[config.mk]
export PLATFORM = sky130hd
export DESIGN_NAME = mem_stage_lsu
export DESIGN_NICKNAME = d
export VERILOG_FILES = /design/src/rtl/mem_stage_lsu.sv
export SDC_FILE = /design/constraint.sdc
export NUM_CORES = 1
export LEC_CHECK = 0
export ABC_CLOCK_PERIOD_IN_PS = 4840
export BUFFER_PORTS_ARGS = -buffer_cell sky130_fd_sc_hd__clkbuf_2
export CAP_MARGIN = 20
export CORE_AREA = 5 5 284 286
export CTS_BUF_LIST = sky130_fd_sc_hd__clkbuf_2
export CTS_CLUSTER_SIZE = 25
export DETAILED_ROUTE_END_ITERATION = 6
export DIE_AREA = 0 0 289 291
export MAX_ROUTING_LAYER = met4
export PLACE_DENSITY = 0.54
export SLEW_MARGIN = 20
export SYNTH_ARGS = -nofsm -noshare
export SYNTH_HDL_FRONTEND = slang
export SYNTH_SLANG_ARGS = --single-unit
[constraint.sdc]
create_clock -name CLK -period 4.84 [get_ports CLK]
set_input_delay 0.484 -clock CLK [delete_from_list [all_inputs] [get_ports CLK]]
set_output_delay 0.484 -clock CLK [all_outputs]
set_load 0.03 [all_outputs]
[src/rtl/mem_stage_lsu.sv]
// mem_stage_lsu: MEM pipeline stage with a req/ack load/store unit, access-fault
// detection and branch/jump resolution, sitting between EX/MEM and MEM/WB.
module mem_stage_lsu #(
   parameter int unsigned XLEN    = 64,
   parameter int unsigned TIMEOUT = 16,
   parameter int unsigned TO_W    = 5
) (
   input  logic              CLK,
   input  logic              RESET,
   input  logic              WB_STALL,
   input  logic              MEM_V,
   input  logic [31:0]       MEM_IR,
   input  logic [XLEN-1:0]   MEM_NPC,
   input  logic [XLEN-1:0]   MEM_ALU_RESULT,
   input  logic [XLEN-1:0]   MEM_SR1,
   input  logic [XLEN-1:0]   MEM_SR2,
   input  logic              DMEM_ACK,
   input  logic              DMEM_ERR,
   input  logic [XLEN-1:0]   DMEM_RDATA,
   output logic              DMEM_REQ,
   output logic              DMEM_WE,
   output logic [XLEN-1:0]   DMEM_ADDR,
   output logic [XLEN-1:0]   DMEM_WDATA,
   output logic [XLEN/8-1:0] DMEM_BE,
   output logic              MEM_STALL,
   output logic              WB_V,
   output logic [31:0]       WB_IR,
   output logic [XLEN-1:0]   WB_NPC,
   output logic [XLEN-1:0]   WB_ALU_RESULT,
   output logic [XLEN-1:0]   WB_MEM_RESULT,
   output logic              WB_PC_MUX,
   output logic              WB_LAM,
   output logic              WB_SAM,
   output logic              WB_LAF,
   output logic              WB_SAF,
   output logic              WB_ILL
);
   localparam int unsigned NB    = XLEN / 8;
   localparam int unsigned OFF_W = $clog2(NB);
   localparam logic [6:0]  OP_LOAD   = 7'b0000011;
   localparam logic [6:0]  OP_STORE  = 7'b0100011;
   localparam logic [6:0]  OP_BRANCH = 7'b1100011;
   localparam logic [6:0]  OP_JAL    = 7'b1101111;
   localparam logic [6:0]  OP_JALR   = 7'b1100111;

   typedef enum logic [1:0] {S_IDLE, S_REQ, S_DONE} state_t;

   state_t           r_state;
   logic [TO_W-1:0]  r_cnt;
   logic [XLEN-1:0]  r_rdata;
   logic             r_err;

   logic [6:0]       w_opc;
   logic [2:0]       w_f3;
   logic             w_is_load, w_is_store, w_is_mem, w_ill, w_mis, w_go, w_take, w_sx;
   logic [2:0]       w_size_m1;
   logic [OFF_W-1:0] w_off;
   logic [NB-1:0]    w_mask, w_be;
   logic [XLEN-1:0]  w_wdata, w_sh, w_ld;
   logic             w_bubble, w_done;

   assign w_opc      = MEM_IR[6:0];
   assign w_f3       = MEM_IR[14:12];
   assign w_is_load  = (w_opc == OP_LOAD);
   assign w_is_store = (w_opc == OP_STORE);
   assign w_is_mem   = w_is_load | w_is_store;
   assign w_ill      = w_is_mem && (XLEN == 32) &&
                       ((w_f3 == 3'b011) || (w_f3 == 3'b110) || (w_is_load && (w_f3 == 3'b111)));
   assign w_mis      = w_is_mem && !w_ill && ((MEM_ALU_RESULT[2:0] & w_size_m1) != 3'b000);
   assign w_go       = MEM_V && w_is_mem && !w_ill && !w_mis;
   assign w_off      = MEM_ALU_RESULT[OFF_W-1:0];
   assign w_be       = w_mask << w_off;
   assign w_wdata    = MEM_SR2 << {w_off, 3'b000};
   assign w_sh       = r_rdata >> {w_off, 3'b000};
   assign w_sx       = ~w_f3[2];
   assign w_done     = (r_state == S_DONE);
   // WB sees a bubble while an access is still in flight
   assign w_bubble   = (r_state == S_REQ) || ((r_state == S_IDLE) && w_go);

   assign MEM_STALL  = WB_STALL | (w_go & (r_state != S_DONE));

   // size decode, lane extraction and branch resolution
   always_comb begin
      w_size_m1 = 3'b000;
      w_mask    = NB'(8'h01);
      w_ld      = w_sh;
      w_take    = 1'b0;
      case (w_f3[1:0])
         2'b00: begin
            w_size_m1 = 3'b000;
            w_mask    = NB'(8'h01);
            w_ld      = XLEN'($signed({w_sx & w_sh[7], w_sh[7:0]}));
         end
         2'b01: begin
            w_size_m1 = 3'b001;
            w_mask    = NB'(8'h03);
            w_ld      = XLEN'($signed({w_sx & w_sh[15], w_sh[15:0]}));
         end
         2'b10: begin
            w_size_m1 = 3'b011;
            w_mask    = NB'(8'h0F);
            w_ld      = XLEN'($signed({w_sx & w_sh[31], w_sh[31:0]}));
         end
         default: begin
            w_size_m1 = 3'b111;
            w_mask    = NB'(8'hFF);
            w_ld      = w_sh;
         end
      endcase
      if ((w_opc == OP_JAL) || (w_opc == OP_JALR)) begin
         w_take = 1'b1;
      end else if (w_opc == OP_BRANCH) begin
         case (w_f3)
            3'b000:  w_take = (MEM_SR1 == MEM_SR2);
            3'b001:  w_take = (MEM_SR1 != MEM_SR2);
            3'b100:  w_take = ($signed(MEM_SR1) <  $signed(MEM_SR2));
            3'b101:  w_take = ($signed(MEM_SR1) >= $signed(MEM_SR2));
            3'b110:  w_take = (MEM_SR1 <  MEM_SR2);
            3'b111:  w_take = (MEM_SR1 >= MEM_SR2);
            default: w_take = 1'b0;
         endcase
      end
   end

   always_ff @(posedge CLK) begin
      if (RESET) begin
         r_state       <= S_IDLE;
         r_cnt         <= '0;
         r_rdata       <= '0;
         r_err         <= 1'b0;
         DMEM_REQ      <= 1'b0;
         DMEM_WE       <= 1'b0;
         DMEM_ADDR     <= '0;
         DMEM_WDATA    <= '0;
         DMEM_BE       <= '0;
         WB_V          <= 1'b0;
         WB_IR         <= '0;
         WB_NPC        <= '0;
         WB_ALU_RESULT <= '0;
         WB_MEM_RESULT <= '0;
         WB_PC_MUX     <= 1'b0;
         WB_LAM        <= 1'b0;
         WB_SAM        <= 1'b0;
         WB_LAF        <= 1'b0;
         WB_SAF        <= 1'b0;
         WB_ILL        <= 1'b0;
      end else begin
         case (r_state)
            S_IDLE: begin
               if (w_go) begin
                  r_state    <= S_REQ;
                  r_cnt      <= '0;
                  DMEM_REQ   <= 1'b1;
                  DMEM_WE    <= w_is_store;
                  DMEM_ADDR  <= {MEM_ALU_RESULT[XLEN-1:OFF_W], {OFF_W{1'b0}}};
                  DMEM_BE    <= w_be;
                  DMEM_WDATA <= w_is_store ? w_wdata : '0;
               end
            end
            S_REQ: begin
               if (DMEM_ACK) begin
                  DMEM_REQ <= 1'b0;
                  DMEM_WE  <= 1'b0;
                  r_rdata  <= DMEM_RDATA;
                  r_err    <= DMEM_ERR;
                  r_state  <= S_DONE;
               end else if (r_cnt == TO_W'(TIMEOUT - 1)) begin
                  DMEM_REQ <= 1'b0;
                  DMEM_WE  <= 1'b0;
                  r_rdata  <= '0;
                  r_err    <= 1'b1;
                  r_state  <= S_DONE;
               end else begin
                  r_cnt <= r_cnt + 1'b1;
               end
            end
            S_DONE: begin
               if (!WB_STALL) r_state <= S_IDLE;
            end
            default: r_state <= S_IDLE;
         endcase
         if (!WB_STALL) begin
            WB_V          <= MEM_V & ~w_bubble;
            WB_IR         <= MEM_IR;
            WB_NPC        <= MEM_NPC;
            WB_ALU_RESULT <= MEM_ALU_RESULT;
            WB_MEM_RESULT <= (w_done && w_is_load) ? w_ld : '0;
            WB_PC_MUX     <= MEM_V & ~w_bubble & w_take;
            WB_LAM        <= MEM_V & w_is_load & w_mis;
            WB_SAM        <= MEM_V & w_is_store & w_mis;
            WB_ILL        <= MEM_V & w_ill;
            WB_LAF        <= w_done & w_is_load & r_err;
            WB_SAF        <= w_done & w_is_store & r_err;
         end
      end
   end
endmodule

==> report_table.html, run 1 <==
<table>
<tr><th>Metric</th><th>Value</th></tr>
<tr><th colspan="2">Route</th></tr>
<tr><td>Post-DR wirelength/cell</td><td>21.05 µm</td></tr>
<tr><td>DR pass1 iterations</td><td>6</td></tr>
<tr><td>DRC violation count after routing</td><td>0</td></tr>
<tr><td>Vias per std cell</td><td>4.867</td></tr>
<tr><td>Vias</td><td>23420</td></tr>
<tr><td>Initial DRC Count</td><td>1638</td></tr>
<tr><td>Routed wire length</td><td>101.3 mm</td></tr>
<tr><td>Remaining antenna violation count</td><td>0</td></tr>
<tr><th colspan="2">Critical path</th></tr>
<tr><td>Worst reg2reg setup slack</td><td>1.99 ns</td></tr>
<tr><td>Worst-path cell with the longest stage delay</td><td>sky130_fd_sc_hd__nor3_2</td></tr>
<tr><td>Crit path kind</td><td>in2reg</td></tr>
<tr><td>Cell-by-cell listing of the critical path</td><td>dlygate4sd3_1 &gt; buf_6 &gt; or2_2 &gt; a22oi_1 &gt; and3_1 &gt; nand2_4 &gt; nor3_2 &gt; a22oi_1 &gt; dlygate4sd3_1 &gt; nor2_1</td></tr>
<tr><td>Data arrival at the endpoint of the critical path</td><td>4.59 ns</td></tr>
<tr><td>Cell count of the worst reg-to-reg path</td><td>6</td></tr>
<tr><td>Buffering stage count on the worst path with inverters included</td><td>3</td></tr>
<tr><td>Kind of cell adding the most delay to the critical path</td><td>simple AND/OR/NAND/NOR gates</td></tr>
<tr><td>Highest cell delay on the worst timing path</td><td>0.75 ns</td></tr>
<tr><td>Startpoint of the worst register-to-register path</td><td>r_state[0]$_SDFFE_PP0P_</td></tr>
<tr><td>Element type at the critical path start</td><td>input pin</td></tr>
<tr><td>Kind of end point of the critical path</td><td>register</td></tr>
<tr><td>Reg-to-reg critical path endpoint</td><td>r_rdata[54]$_SDFFE_PP0P_</td></tr>
<tr><td>Peak fanout along the critical path</td><td>86</td></tr>
<tr><td>CP Data Required Time</td><td>5.98 ns</td></tr>
<tr><th colspan="2">Die</th></tr>
<tr><td>Core footprint</td><td>78100 µm²</td></tr>
<tr><td>Number of top-level pins</td><td>728</td></tr>
<tr><td>Total die area</td><td>84100 µm²</td></tr>
<tr><td>Initial Utilization</td><td>0.2611</td></tr>
<tr><td>Site row count</td><td>103</td></tr>
<tr><td>Vertical extent of the die</td><td>291 µm</td></tr>
<tr><td>Die width</td><td>289 µm</td></tr>
<tr><th colspan="2">Placed design</th></tr>
<tr><td>Count of placed standard cells including taps</td><td>3953</td></tr>
<tr><td>Number of port buffers</td><td>723</td></tr>
<tr><td>Detailed placer's ending HPWL</td><td>68.63 mm</td></tr>
<tr><td>Instance area at placement</td><td>24850 µm²</td></tr>
<tr><td>Routability-driven placement congestion ratio</td><td>0.9090</td></tr>
<tr><th colspan="2">Synthesis</th></tr>
<tr><td>Mapped Avg Cell Area</td><td>8.704 µm²</td></tr>
<tr><td>Most repeated cell in the gate-level netlist after synthesis</td><td>sky130_fd_sc_hd__dfxtp_1</td></tr>
<tr><td>Leading post-synthesis cells by instance count</td><td>sky130_fd_sc_hd__dfxtp_1 (437), sky130_fd_sc_hd__nor2_1 (375), sky130_fd_sc_hd__nand2_1 (260)</td></tr>
<tr><td>Register bit count reported by yosys</td><td>437</td></tr>
<tr><td>Sequential element share of the synthesized area</td><td>0.4290</td></tr>
<tr><td>Count of distinct cell types in the synthesized netlist</td><td>54</td></tr>
<tr><td>Number of enable flip-flop cells after synthesis</td><td>0</td></tr>
<tr><td>Netlist area before placement</td><td>20390 µm²</td></tr>
<tr><td>Syn. warnings</td><td>0</td></tr>
<tr><td>Most used DFF post-synth</td><td>sky130_fd_sc_hd__dfxtp_1</td></tr>
<tr><td>Biggest area contributors in the synthesized netlist</td><td>sky130_fd_sc_hd__dfxtp_1 (43%), sky130_fd_sc_hd__mux2i_1 (12%), sky130_fd_sc_hd__nor2_1 (6.9%)</td></tr>
<tr><td>Async set-or-reset flop fraction in the synthesized netlist</td><td>0</td></tr>
<tr><td>Fraction of post-synthesis cell area in the top cell type by area</td><td>0.4290</td></tr>
<tr><td>Area leader, netlist</td><td>sky130_fd_sc_hd__dfxtp_1</td></tr>
<tr><td>Post-synthesis cell count</td><td>2343</td></tr>
<tr><th colspan="2">Timing</th></tr>
<tr><td>Setup skew after layout</td><td>0.1157 ns</td></tr>
<tr><td>Final number of setup-violating endpoints</td><td>0</td></tr>
<tr><td>Period minus WS final</td><td>3.454 ns</td></tr>
<tr><td>Top achievable clock speed</td><td>289.5 MHz</td></tr>
<tr><td>Total negative slack for setup checks</td><td>0 ns</td></tr>
<tr><td>RSZ-0062 raised after global routing</td><td>no</td></tr>
<tr><td>Final period util</td><td>0.7136</td></tr>
<tr><td>Relative slew margins</td><td>0.3168</td></tr>
<tr><td>Slew at the pin with the worst max-slew slack</td><td>1.025 ns</td></tr>
<tr><td>Number of hold-slack violations in the final timing report</td><td>0</td></tr>
<tr><td>Number of max-slew violations in the final report</td><td>0</td></tr>
<tr><th colspan="2">Final layout</th></tr>
<tr><td>Core occupancy in the finished layout</td><td>0.4135</td></tr>
<tr><td>Number of inserted filler cells in the final layout</td><td>7759</td></tr>
<tr><td>Register area</td><td>8748 µm²</td></tr>
<tr><td>Fraction of layout cells with a size suffix above 1</td><td>0.2712</td></tr>
<tr><td>Area of all placed cells without fillers</td><td>32300 µm²</td></tr>
<tr><td>Final non-filler cell total</td><td>4811</td></tr>
<tr><td>Nets@finish</td><td>4080</td></tr>
<tr><td>Layout overhead on the synthesized area</td><td>58.36%</td></tr>
<tr><td>Footprint of the multi-input gates</td><td>10600 µm²</td></tr>
<tr><th colspan="2">Power and ir drop</th></tr>
<tr><td>Largest voltage drop on the vdd net</td><td>0.1169 mV</td></tr>
<tr><td>Power density over the cells</td><td>254.9 nW/µm²</td></tr>
<tr><td>Lkg Pwr</td><td>14.78 nW</td></tr>
<tr><td>Final Total Pwr</td><td>8.233 mW</td></tr>
<tr><th colspan="2">Clocking</th></tr>
<tr><td>Library cell used as clock root buffer</td><td>sky130_fd_sc_hd__clkbuf_2</td></tr>
<tr><td>CTS tree</td><td>yes</td></tr>
<tr><td>Clock input transition at the sequential cells of the worst setup and hold paths</td><td>0.09 ns</td></tr>
<tr><td>Level count of the clock H-tree</td><td>4</td></tr>
<tr><td>Number of instances resized during post-cts repair</td><td>0</td></tr>
<tr><td>Buffer levels on the longest clock path</td><td>3</td></tr>
<tr><td>Num CTS Buffers</td><td>130</td></tr>
<tr><td>Clock network latency to the later pin of the worst-skew pair</td><td>1.24 ns</td></tr>
<tr><td>Count of clock tree sinks</td><td>437</td></tr>
<tr><th colspan="2">Status</th></tr>
<tr><td>Result of the run</td><td>finished, final reports clean</td></tr>
<tr><th colspan="2">GRT</th></tr>
<tr><td>GR Overflow Total</td><td>0</td></tr>
<tr><td>Wire length of the first global-routing pass</td><td>147.7 mm</td></tr>
<tr><td>Pin count of the biggest net entering global routing</td><td>135</td></tr>
<tr><td>Global-route usage over all layers</td><td>0.2353</td></tr>
<tr><td>Via count of the first global-routing pass</td><td>23740</td></tr>
<tr><td>Initial antenna violation count</td><td>18</td></tr>
<tr><th colspan="2">Worst hold path</th></tr>
<tr><td>WHS Endpoint</td><td>r_rdata[8]$_SDFFE_PP0P_</td></tr>
<tr><td>Hold Path Stages</td><td>4</td></tr>
<tr><td>Worst Hold Launch</td><td>DMEM_RDATA[8]</td></tr>
<tr><td>Type of the most critical hold path</td><td>in2reg</td></tr>
<tr><th colspan="2">Job</th></tr>
<tr><td>Max cap viols</td><td>0</td></tr>
</table>
## state kept, by name, indices dropped and copies added, names as in the netlist, 2 cells and up
signal,count
DMEM_WDATA,64
WB_ALU_RESULT,64
WB_MEM_RESULT,64
WB_NPC,64
r_rdata,64
DMEM_ADDR,61
WB_IR,32
DMEM_BE,8
r_cnt,5
r_state,2
## repair_timing
| action | in CTS | in global routing |
|---|---|---|
| buffers inserted | 0 | 0 |
| hold endpoints to repair | 433 | 0 |
| hold buffers | 621 | 0 |
## layout by cell type (no fill, tap or decap), types with 8 or more instances in the layout
cell type and count:
sky130_fd_sc_hd__o21ai_0 90, sky130_fd_sc_hd__clkinv_1 20, sky130_fd_sc_hd__a221oi_1 8, sky130_fd_sc_hd__mux2i_1 246
sky130_fd_sc_hd__buf_4 21, sky130_fd_sc_hd__dlygate4sd3_1 621, sky130_fd_sc_hd__ha_1 66, sky130_fd_sc_hd__diode_2 18
sky130_fd_sc_hd__inv_1 77, sky130_fd_sc_hd__clkbuf_2 901, sky130_fd_sc_hd__a22oi_1 120, sky130_fd_sc_hd__a211oi_1 19
sky130_fd_sc_hd__mux4_2 38, sky130_fd_sc_hd__dfxtp_1 437, sky130_fd_sc_hd__nor2_1 373, sky130_fd_sc_hd__nand2_1 259
sky130_fd_sc_hd__nand3_1 29, sky130_fd_sc_hd__a21boi_0 8, sky130_fd_sc_hd__a21o_1 24, sky130_fd_sc_hd__mux2_2 10
sky130_fd_sc_hd__nand4_1 15, sky130_fd_sc_hd__nor3_1 44, sky130_fd_sc_hd__a21oi_1 201
## cells by family after synthesis
group / synth area share
buf+inv: 0.05405
fa+ha+maj: 0.04049
flops: 0.4290
simple gates: 0.1544
other cells: 0.0001839
compound gates: 0.1533
xor+xnor: 0.0004295
mux: 0.1682
## layout make-up
| type | count | share of cell area |
|---|---|---|
| Inverter | 78 | 0.009066 |
| Tap cell | 1050 | 0.04068 |
| Clock buffer | 183 | 0.02836 |
| Multi-Input combinational cell | 1640 | 0.3281 |
| Antenna cell | 18 | 0.001395 |
| Timing Repair Buffer | 1369 | 0.3133 |
| Clock inverter | 36 | 0.008174 |
| Sequential cell | 437 | 0.2709 |
## worst max path at each step
stage	start	end	slack, ns	cells after the start
final	MEM_ALU_RESULT[1]	DMEM_WDATA[2]$_SDFFE_PP0P_	1.39	10
after global routing	MEM_ALU_RESULT[1]	DMEM_WDATA[0]$_SDFFE_PP0P_	1.27	10
after CTS	MEM_ALU_RESULT[1]	MEM_STALL	1.43	7
after detailed placement	MEM_ALU_RESULT[1]	WB_MEM_RESULT[35]$_SDFFE_PP0N_	1.36	10
after global placement	MEM_ALU_RESULT[1]	WB_MEM_RESULT[37]$_SDFFE_PP0N_	1.38	10
after floorplan	MEM_SR2[63]	WB_PC_MUX$_SDFFE_PP0N_	2.19	11
## report_power, final
part,internal [mW],switching (mW),leakage (nW)
Clock,1.19,1.74,0.877
Sequential,3.67,0.0497,3.55
Combinational,0.728,0.850,10.4
## per-layer routing
layer,global-route usage,up-vias,wire [µm]
met4,0.1192,0,5461
met2,0.3784,1122,47940
li1,-,10890,-
met1,0.2603,11090,38600
met5,-,-,0
met3,0.07847,318,9255
## worst register-to-register path: cells and delay by family, from the launching register on
family | cells | cell delay, ns
AOI/OAI and AO/OA | 1 | 0.13
buffers and inverters | 2 | 1.10
DFF | 1 | 0.40
and+or+nand+nor | 3 | 1.16
## through the flow
step           hold slack (ns)  worst slack, ns
2_1_floorplan           0.4459            2.186
3_3_place_gp            0.4408            1.379
3_5_place_dp            0.4456            1.361
4_1_cts              0.0005640            1.430
5_1_grt                0.09257            1.272
6_report                0.2040            1.386
No activity file was read; power rests on OpenSTA's default activity.
==> run 2, diff against run 1 <==
--- a/config.mk
+++ b/config.mk
@@ -5,7 +5,7 @@
 export SDC_FILE = /design/constraint.sdc
 export NUM_CORES = 1
 export LEC_CHECK = 0
-export ABC_CLOCK_PERIOD_IN_PS = 4840
+export ABC_CLOCK_PERIOD_IN_PS = 3500
 export BUFFER_PORTS_ARGS = -buffer_cell sky130_fd_sc_hd__clkbuf_2
 export CAP_MARGIN = 20
 export CORE_AREA = 5 5 284 286
==> constraint.sdc (replaced) <==
create_clock -name CLK -period 3.5 [get_ports CLK]
set_input_delay 0.35 -clock CLK [delete_from_list [all_inputs] [get_ports CLK]]
set_output_delay 0.35 -clock CLK [all_outputs]
set_load 0.03 [all_outputs]
==> run 2 against run 1 <==
Against the previous run: the run now ends with setup timing left; design area increased by 4.6%; sequential power increased by 39%; sequential share of layout area decreased by 1.2 points; worst setup slack got worse by 1.5 ns; non-clock buffer count increased by 157; worst hold slack got worse by 0.021 ns; combinational power increased by 49%; global-route usage increased by 1.5 points; wire length increased by 5.9%; cell count increased by 3.0%; clock-buffer cell count decreased by 11; largest cell class is now non-clock buffers.
==> report_table.html, run 2 (synthesized netlist as in run 1, its figures left out) <==
<table>
<tr><th>Metric</th><th>Value</th></tr>
<tr><th colspan="2">Placed design</th></tr>
<tr><td>Count of placed standard cells including taps</td><td>3977 (+0.61%)</td></tr>
<tr><td>Detailed placer's ending HPWL</td><td>71.03 mm (+3.5%)</td></tr>
<tr><td>Instance area at placement</td><td>25080 µm² (+0.93%)</td></tr>
<tr><td>Routability-driven placement congestion ratio</td><td>0.9096 (about the same)</td></tr>
<tr><td>Number of port buffers</td><td>723 (unchanged)</td></tr>
<tr><td>Post-Place Setup Slack</td><td>0.4971 ns (-0.8636 ns)</td></tr>
<tr><th colspan="2">Timing</th></tr>
<tr><td>Final number of setup-violating endpoints</td><td>1 (+1)</td></tr>
<tr><td>Setup skew after layout</td><td>0.08281 ns (-0.03285 ns)</td></tr>
<tr><td>Number of max-slew violations in the final report</td><td>0 (unchanged)</td></tr>
<tr><td>Top achievable clock speed</td><td>278.0 MHz</td></tr>
<tr><td>Slew at the pin with the worst max-slew slack</td><td>0.9291 ns (-0.09574 ns)</td></tr>
<tr><td>Final period util</td><td>1.028</td></tr>
<tr><td>Period minus WS final</td><td>3.597 ns</td></tr>
<tr><td>Relative slew margins</td><td>0.3740 (+0.05728)</td></tr>
<tr><td>Final critical-path setup slack</td><td>-0.09721 ns (-1.483 ns)</td></tr>
<tr><td>Worst hold margin</td><td>0.1830 ns (-0.02101 ns)</td></tr>
<tr><td>Number of hold-slack violations in the final timing report</td><td>0 (unchanged)</td></tr>
<tr><th colspan="2">Critical path</th></tr>
<tr><td>Data arrival at the endpoint of the critical path</td><td>4.62 ns (+0.03 ns)</td></tr>
<tr><td>Kind of end point of the critical path</td><td>register</td></tr>
<tr><td>Cell count of the worst reg-to-reg path</td><td>9 (+3)</td></tr>
<tr><td>CP Data Required Time</td><td>4.52 ns (-1.46 ns)</td></tr>
<tr><td>Crit path kind</td><td>in2reg</td></tr>
<tr><td>Highest cell delay on the worst timing path</td><td>0.60 ns (-0.15 ns)</td></tr>
<tr><td>Element type at the critical path start</td><td>input pin</td></tr>
<tr><td>CP most frequent cell</td><td>sky130_fd_sc_hd__dlygate4sd3_1</td></tr>
<tr><td>Peak fanout along the critical path</td><td>3 (-97%)</td></tr>
<tr><td>Worst-path cell with the longest stage delay</td><td>sky130_fd_sc_hd__dlygate4sd3_1</td></tr>
<tr><td>Cell-by-cell listing of the critical path</td><td>dlygate4sd3_1 &gt; clkbuf_2 &gt; inv_1 &gt; ha_1 &gt; nand4_1 &gt; inv_1 &gt; a221oi_2 &gt; o221ai_1 &gt; dlygate4sd3_1 &gt; a21oi_2 &gt; dlygate4sd3_1 &gt; o2bb2ai_1 &gt; dlygate4sd3_1 &gt; o31a_1 &gt; o211ai_1 &gt; a211oi_2</td></tr>
<tr><th colspan="2">Route</th></tr>
<tr><td>Remaining antenna violation count</td><td>0 (unchanged)</td></tr>
<tr><td>Routed wire length</td><td>107.2 mm (+5.9%)</td></tr>
<tr><td>Initial DRC Count</td><td>1846 (+13%)</td></tr>
<tr><td>Vias per std cell</td><td>4.907 (+0.81%)</td></tr>
<tr><td>Post-DR wirelength/cell</td><td>21.63 µm (+2.8%)</td></tr>
<tr><td>DR pass1 iterations</td><td>6 (unchanged)</td></tr>
<tr><td>Vias</td><td>24320 (+3.8%)</td></tr>
<tr><td>DRC violation count after routing</td><td>0 (unchanged)</td></tr>
<tr><th colspan="2">Final layout</th></tr>
<tr><td>Most frequent cells in the layout</td><td>sky130_fd_sc_hd__clkbuf_2 (888), sky130_fd_sc_hd__dlygate4sd3_1 (753), sky130_fd_sc_hd__dfxtp_1 (437)</td></tr>
<tr><td>Number of inserted filler cells in the final layout</td><td>7555 (-2.6%)</td></tr>
<tr><td>Commonest non-fill, non-tap cell in the layout</td><td>sky130_fd_sc_hd__clkbuf_2</td></tr>
<tr><td>Final non-filler cell total</td><td>4956 (+3.0%)</td></tr>
<tr><td>Area of all placed cells without fillers</td><td>33780 µm² (+4.6%)</td></tr>
<tr><td>Core occupancy in the finished layout</td><td>0.4326 (+0.01902)</td></tr>
<tr><td>Fraction of layout cells with a size suffix above 1</td><td>0.2641 (-0.007095)</td></tr>
<tr><td>Layout overhead on the synthesized area</td><td>65.64%</td></tr>
<tr><td>Nets@finish</td><td>4225 (+3.6%)</td></tr>
<tr><th colspan="2">GRT</th></tr>
<tr><td>Wire length of the first global-routing pass</td><td>156.8 mm (+6.1%)</td></tr>
<tr><td>Via count of the first global-routing pass</td><td>25050 (+5.5%)</td></tr>
<tr><td>Pin count of the biggest net entering global routing</td><td>129 (-4.4%)</td></tr>
<tr><td>GR Overflow Total</td><td>0 (unchanged)</td></tr>
<tr><td>Initial antenna violation count</td><td>13 (-5)</td></tr>
<tr><td>Global-route usage over all layers</td><td>0.2499 (+0.01462)</td></tr>
<tr><th colspan="2">Power and ir drop</th></tr>
<tr><td>Lkg Pwr</td><td>15.29 nW (+3.4%)</td></tr>
<tr><td>Power density over the cells</td><td>338.6 nW/µm² (+33%)</td></tr>
<tr><td>Largest voltage drop on the vdd net</td><td>0.2098 mV (+79%)</td></tr>
<tr><th colspan="2">Worst hold path</th></tr>
<tr><td>Type of the most critical hold path</td><td>in2reg</td></tr>
<tr><td>Hold Path Stages</td><td>6 (+2)</td></tr>
<tr><th colspan="2">Status</th></tr>
<tr><td>Result of the run</td><td>finished with violations</td></tr>
<tr><td>Violated checks</td><td>setup timing</td></tr>
<tr><th colspan="2">Clocking</th></tr>
<tr><td>Buffer levels on the longest clock path</td><td>3 (unchanged)</td></tr>
<tr><td>CTS tree</td><td>yes</td></tr>
<tr><td>Library cell used as clock root buffer</td><td>sky130_fd_sc_hd__clkbuf_2</td></tr>
<tr><td>Clock input transition at the sequential cells of the worst setup and hold paths</td><td>0.12 ns (+0.03 ns)</td></tr>
<tr><td>Count of clock tree sinks</td><td>437 (unchanged)</td></tr>
<tr><td>Num CTS Buffers</td><td>118 (-9.2%)</td></tr>
<tr><td>Clock network latency to the later pin of the worst-skew pair</td><td>1.17 ns (-0.07 ns)</td></tr>
<tr><td>Level count of the clock H-tree</td><td>3 (-1)</td></tr>
<tr><th colspan="2">Die</th></tr>
<tr><td>Number of top-level pins</td><td>728 (unchanged)</td></tr>
<tr><td>Site row count</td><td>103 (unchanged)</td></tr>
<tr><td>Core footprint</td><td>78100 µm² (unchanged)</td></tr>
<tr><td>Initial Utilization</td><td>0.2611 (unchanged)</td></tr>
<tr><td>Vertical extent of the die</td><td>291 µm (unchanged)</td></tr>
<tr><td>Total die area</td><td>84100 µm² (unchanged)</td></tr>
<tr><td>Die width</td><td>289 µm (unchanged)</td></tr>
<tr><th colspan="2">Job</th></tr>
<tr><td>Max cap viols</td><td>0 (unchanged)</td></tr>
</table>
==> run 2: changes by cell type in the layout (fill, tap and decap cells not counted), moves of 2 or more <==
cell | previous run | this run
sky130_fd_sc_hd__clkinv_1 | 20 | 22
sky130_fd_sc_hd__buf_4 | 21 | 42
sky130_fd_sc_hd__clkbuf_2 | 901 | 888
sky130_fd_sc_hd__buf_12 | 5 | 9
sky130_fd_sc_hd__clkinv_4 | 3 | 1
sky130_fd_sc_hd__inv_6 | 4 | 2
sky130_fd_sc_hd__buf_2 | 0 | 2
sky130_fd_sc_hd__clkinv_2 | 3 | 7
sky130_fd_sc_hd__clkinvlp_4 | 3 | 0
sky130_fd_sc_hd__dlygate4sd3_1 | 621 | 753
==> run 2: routing by layer <==
layer | vias to the layer above | track usage | share of wire
met4 | 0 | 0.1269 | 0.058
met1 | 11580 | 0.2806 | 0.39
met5 | - | - | 0
li1 | 11200 | - | -
met3 | 346 | 0.07549 | 0.087
met2 | 1200 | 0.4025 | 0.47
==> run 2: path summary, 6_finish.rpt <==
path	start	end	slack [ns]
worst max-delay path	MEM_SR2[23]	WB_PC_MUX$_SDFFE_PP0N_	-0.1
worst min-delay path	MEM_SR2[62]	DMEM_WDATA[62]$_SDFFE_PP0P_	0.18
worst max register to register	r_cnt[0]$_SDFFE_PP0P_	r_rdata[63]$_SDFFE_PP0P_	0.50
worst min register to register	DMEM_ADDR[45]$_SDFFE_PP0P_	DMEM_ADDR[45]$_SDFFE_PP0P_	0.46
==> run 2: through the flow <==
step | total power [mW] | setup TNS [ns]
final | 11.44 | -0.09721
after global placement | 6.861 | 0
after CTS | 11.39 | 0
after detailed placement | 6.863 | 0
after floorplan | 6.170 | 0
after global routing | 11.97 | -0.05048
==> run 2: power breakdown <==
group,internal [mW],switching (mW)
Sequential,5.08,0.0761
Combinational,1.11,1.25
Clock,1.56,2.35
Total,7.76,3.68
==> run 2: cell type report <==
class	count	area (µm²)	area share
antenna	17	42.54	0.001259
clock buffer	172	860.8	0.02548
clock inverter	36	245.2	0.007260
inverter	78	292.8	0.008667
multi-input combinational	1640	10600	0.3138
sequential	437	8748	0.2590
tap	1050	1314	0.03889
timing repair buffer	1526	11680	0.3457
==> run 2: worst max-delay path: cells and delay by family <==
family,cells,cell delay (ns)
buffers and inverters,7,2.65
AO/OA/AOI/OAI,7,1.17
adder cells (fa/ha/maj),1,0.32
AND/OR/NAND/NOR,1,0.12
==> run 2: repair_timing <==
| action | CTS | global route |
|---|---|---|
| hold buffers | 753 | 0 |
| buffers inserted | 0 | 1 |
| endpoints found under the hold margin | 437 | 0 |
| gates resized for setup | 0 | 5 |
| endpoints found under the setup margin | 0 | 1 |
==> run 3, diff against run 2 <==
--- a/config.mk
+++ b/config.mk
@@ -8,11 +8,11 @@
 export ABC_CLOCK_PERIOD_IN_PS = 3500
 export BUFFER_PORTS_ARGS = -buffer_cell sky130_fd_sc_hd__clkbuf_2
 export CAP_MARGIN = 20
-export CORE_AREA = 5 5 284 286
+export CORE_AREA = 2 2 281 283
 export CTS_BUF_LIST = sky130_fd_sc_hd__clkbuf_2
 export CTS_CLUSTER_SIZE = 25
 export DETAILED_ROUTE_END_ITERATION = 6
-export DIE_AREA = 0 0 289 291
+export DIE_AREA = 0 0 283 285
 export MAX_ROUTING_LAYER = met4
 export PLACE_DENSITY = 0.54
 export SLEW_MARGIN = 20
==> run 3 against run 2 <==
Against the previous run: the flow now finishes without violations; wire length decreased by 2.3%; maximum frequency increased by 8.8%; critical path type is now reg2reg; sequential power about the same; utilization increased by 0.30 points; first-iteration DRC count decreased by 2.4%.
==> report_table.html, run 3 (synthesized netlist as in run 1, its figures left out) <==
<table>
<tr><th>Metric</th><th>Value</th></tr>
<tr><th colspan="2">Clocking</th></tr>
<tr><td>Library cell used as clock root buffer</td><td>sky130_fd_sc_hd__clkbuf_2</td></tr>
<tr><td>CTS tree</td><td>yes</td></tr>
<tr><td>Total setup buffers inserted after CTS</td><td>0 (unchanged)</td></tr>
<tr><td>Clock network latency to the later pin of the worst-skew pair</td><td>1.22 ns (+0.05 ns)</td></tr>
<tr><td>Num CTS Buffers</td><td>117 (-0.85%)</td></tr>
<tr><td>Level count of the clock H-tree</td><td>3 (unchanged)</td></tr>
<tr><td>Clock input transition at the sequential cells of the worst setup and hold paths</td><td>0.10 ns (-0.02 ns)</td></tr>
<tr><td>Buffer levels on the longest clock path</td><td>3 (unchanged)</td></tr>
<tr><td>Count of clock tree sinks</td><td>437 (unchanged)</td></tr>
<tr><td>Number of instances resized during post-cts repair</td><td>0 (unchanged)</td></tr>
<tr><td>Quantity of hold-fixing buffers added after cts</td><td>777 (+3.2%)</td></tr>
<tr><th colspan="2">Timing</th></tr>
<tr><td>RSZ-0062 raised after global routing</td><td>no</td></tr>
<tr><td>Worst hold margin</td><td>0.1822 ns (-0.0008380 ns)</td></tr>
<tr><td>Final number of setup-violating endpoints</td><td>0 (-1)</td></tr>
<tr><td>Number of max-slew violations in the final report</td><td>0 (unchanged)</td></tr>
<tr><td>Period minus WS final</td><td>3.307 ns (-0.2904 ns)</td></tr>
<tr><td>Final period util</td><td>0.9448 (-0.08297)</td></tr>
<tr><td>Top achievable clock speed</td><td>302.4 MHz (+8.8%)</td></tr>
<tr><td>Relative slew margins</td><td>0.4105 (+0.03651)</td></tr>
<tr><td>Number of hold-slack violations in the final timing report</td><td>0 (unchanged)</td></tr>
<tr><td>Setup skew after layout</td><td>0.1507 ns (+0.06789 ns)</td></tr>
<tr><td>Slew at the pin with the worst max-slew slack</td><td>0.8749 ns (-0.05419 ns)</td></tr>
<tr><td>Total negative slack for setup checks</td><td>0 ns (+0.09721 ns)</td></tr>
<tr><th colspan="2">Critical path</th></tr>
<tr><td>Peak fanout along the critical path</td><td>33 (+30)</td></tr>
<tr><td>Kind of end point of the critical path</td><td>register</td></tr>
<tr><td>Element type at the critical path start</td><td>register</td></tr>
<tr><td>Worst setup path start</td><td>r_cnt[0]$_SDFFE_PP0P_</td></tr>
<tr><td>Worst reg2reg setup slack</td><td>0.19 ns (-0.31 ns)</td></tr>
<tr><td>Crit path kind</td><td>reg2reg</td></tr>
<tr><td>Startpoint of the worst register-to-register path</td><td>r_cnt[0]$_SDFFE_PP0P_</td></tr>
<tr><td>Critical path endpoint</td><td>r_rdata[56]$_SDFFE_PP0P_</td></tr>
<tr><td>Reg-to-reg critical path endpoint</td><td>r_rdata[56]$_SDFFE_PP0P_</td></tr>
<tr><td>Data arrival at the endpoint of the critical path</td><td>4.46 ns (-0.16 ns)</td></tr>
<tr><td>Cell count of the worst reg-to-reg path</td><td>9 (unchanged)</td></tr>
<tr><td>CP Data Required Time</td><td>4.66 ns (+0.14 ns)</td></tr>
<tr><th colspan="2">Placed design</th></tr>
<tr><td>Number of port buffers</td><td>723 (unchanged)</td></tr>
<tr><td>Detailed placer's ending HPWL</td><td>68.67 mm (-3.3%)</td></tr>
<tr><td>Count of placed standard cells including taps</td><td>3971 (-0.15%)</td></tr>
<tr><td>Routability-driven placement congestion ratio</td><td>0.9279 (+2.0%)</td></tr>
<tr><th colspan="2">Route</th></tr>
<tr><td>Vias</td><td>24350 (+0.15%)</td></tr>
<tr><td>Initial DRC Count</td><td>1802 (-2.4%)</td></tr>
<tr><td>DRC violation count after routing</td><td>0 (unchanged)</td></tr>
<tr><td>DR pass1 iterations</td><td>5 (-1)</td></tr>
<tr><td>Vias per std cell</td><td>4.904 (about the same)</td></tr>
<tr><td>Remaining antenna violation count</td><td>0 (unchanged)</td></tr>
<tr><td>Routed wire length</td><td>104.7 mm (-2.3%)</td></tr>
<tr><td>Post-DR wirelength/cell</td><td>21.09 µm (-2.5%)</td></tr>
<tr><th colspan="2">GRT</th></tr>
<tr><td>Wire length of the first global-routing pass</td><td>155.3 mm (-0.96%)</td></tr>
<tr><td>Met2 usage in global routing</td><td>0.4118 (+0.009308)</td></tr>
<tr><td>Met1 routing resource usage after global routing</td><td>0.2966 (+0.01599)</td></tr>
<tr><td>Pin count of the biggest net entering global routing</td><td>100 (-22%)</td></tr>
<tr><td>Via count of the first global-routing pass</td><td>24750 (-1.2%)</td></tr>
<tr><td>Global-route usage over all layers</td><td>0.2571 (+0.007203)</td></tr>
<tr><td>Initial antenna violation count</td><td>16 (+3)</td></tr>
<tr><td>Busiest layer in global routing</td><td>met2</td></tr>
<tr><td>GRT met3 Usage</td><td>0.06320 (-0.01229)</td></tr>
<tr><td>GR Overflow Total</td><td>0 (unchanged)</td></tr>
<tr><th colspan="2">Die</th></tr>
<tr><td>Die width</td><td>283 µm (-2.1%)</td></tr>
<tr><td>Number of top-level pins</td><td>728 (unchanged)</td></tr>
<tr><td>Initial Utilization</td><td>0.2616 (+0.0004316)</td></tr>
<tr><td>Total die area</td><td>80660 µm² (-4.1%)</td></tr>
<tr><td>Core footprint</td><td>77970 µm² (-0.17%)</td></tr>
<tr><td>Vertical extent of the die</td><td>285 µm (-2.1%)</td></tr>
<tr><td>Site row count</td><td>103 (unchanged)</td></tr>
<tr><th colspan="2">Power and ir drop</th></tr>
<tr><td>Largest voltage drop on the vdd net</td><td>0.1979 mV (-5.7%)</td></tr>
<tr><td>Lkg Pwr</td><td>15.47 nW (+1.2%)</td></tr>
<tr><td>Power density over the cells</td><td>335.1 nW/µm² (-1.0%)</td></tr>
<tr><th colspan="2">Final layout</th></tr>
<tr><td>Fraction of layout cells with a size suffix above 1</td><td>0.2597 (-0.004335)</td></tr>
<tr><td>Final non-filler cell total</td><td>4966 (+0.20%)</td></tr>
<tr><td>Layout overhead on the synthesized area</td><td>66.51%</td></tr>
<tr><td>Commonest non-fill, non-tap cell in the layout</td><td>sky130_fd_sc_hd__clkbuf_2</td></tr>
<tr><td>Nets@finish</td><td>4242 (+0.40%)</td></tr>
<tr><td>Most frequent cells in the layout</td><td>sky130_fd_sc_hd__clkbuf_2 (889), sky130_fd_sc_hd__dlygate4sd3_1 (778), sky130_fd_sc_hd__dfxtp_1 (437)</td></tr>
<tr><th colspan="2">Worst hold path</th></tr>
<tr><td>Type of the most critical hold path</td><td>in2reg</td></tr>
<tr><th colspan="2">Status</th></tr>
<tr><td>Result of the run</td><td>finished, final reports clean</td></tr>
<tr><th colspan="2">Job</th></tr>
<tr><td>Max cap viols</td><td>0 (unchanged)</td></tr>
</table>
==> run 3: where the power goes <==
part | switching (mW) | internal, mW
Combinational | 1.23 | 1.11
Sequential | 0.0747 | 5.08
Clock | 2.34 | 1.55
Total | 3.64 | 7.74
==> run 3: area by class of cell <==
type | instances | area [µm²]
tap | 1050 | 1314
fill | 7499 | 44010
timing repair buffer | 1544 | 11900
clock inverter | 30 | 217.7
multi-input combinational | 1640 | 10590
clock buffer | 171 | 855.8
inverter | 78 | 292.8
sequential | 437 | 8748
antenna | 16 | 40.04
==> run 3: metrics by stage <==
stage	setup WS, ns	utilization	power (mW)	area [µm²]
finish	0.1932	0.4355	11.38	33960
global route	0.02705	0.4355	11.91	33960
CTS	0.2841	0.4349	11.35	33910
detailed placement	0.5082	0.3214	6.856	25060
global placement	0.5920	0.3214	6.861	25060
floorplan	0.9803	-	6.170	20410
==> run 3: worst min path at each step <==
| stage | from | end | slack, ns | depth (start not counted) |
|---|---|---|---|---|
| after global placement | DMEM_ADDR[19]$_SDFFE_PP0P_ | DMEM_ADDR[19]$_SDFFE_PP0P_ | 0.44 | 2 |
| after global routing | MEM_SR2[33] | DMEM_WDATA[57]$_SDFFE_PP0P_ | 0.06 | 6 |
| after CTS | MEM_ALU_RESULT[25] | WB_ALU_RESULT[25]$_SDFFE_PP0N_ | 0.006 | 4 |
| after detailed placement | DMEM_ADDR[19]$_SDFFE_PP0P_ | DMEM_ADDR[19]$_SDFFE_PP0P_ | 0.45 | 2 |
| after floorplan | r_err$_SDFFE_PP0P_ | r_err$_SDFFE_PP0P_ | 0.45 | 2 |
| final | MEM_SR1[55] | WB_PC_MUX$_SDFFE_PP0N_ | 0.18 | 9 |
==> run 3: critical path, cell delays in order, from the launching register on <==
cell                            delay (ns)
sky130_fd_sc_hd__dfxtp_1              0.34
sky130_fd_sc_hd__ha_1                 0.22
sky130_fd_sc_hd__and3_1               0.19
sky130_fd_sc_hd__ha_1                 0.23
sky130_fd_sc_hd__o21ai_4              0.65
sky130_fd_sc_hd__buf_12               0.29
sky130_fd_sc_hd__a22oi_1              0.14
sky130_fd_sc_hd__dlygate4sd3_1        0.65
sky130_fd_sc_hd__nor2_1               0.10
sky130_fd_sc_hd__dlygate4sd3_1        0.56
==> run 3: layer usage <==
| metal | share of wire | vias up |
|---|---|---|
| met5 | 0 | - |
| met4 | 0.057 | 0 |
| met3 | 0.079 | 358 |
| met2 | 0.47 | 1231 |
| met1 | 0.40 | 11570 |
| li1 | - | 11200 |
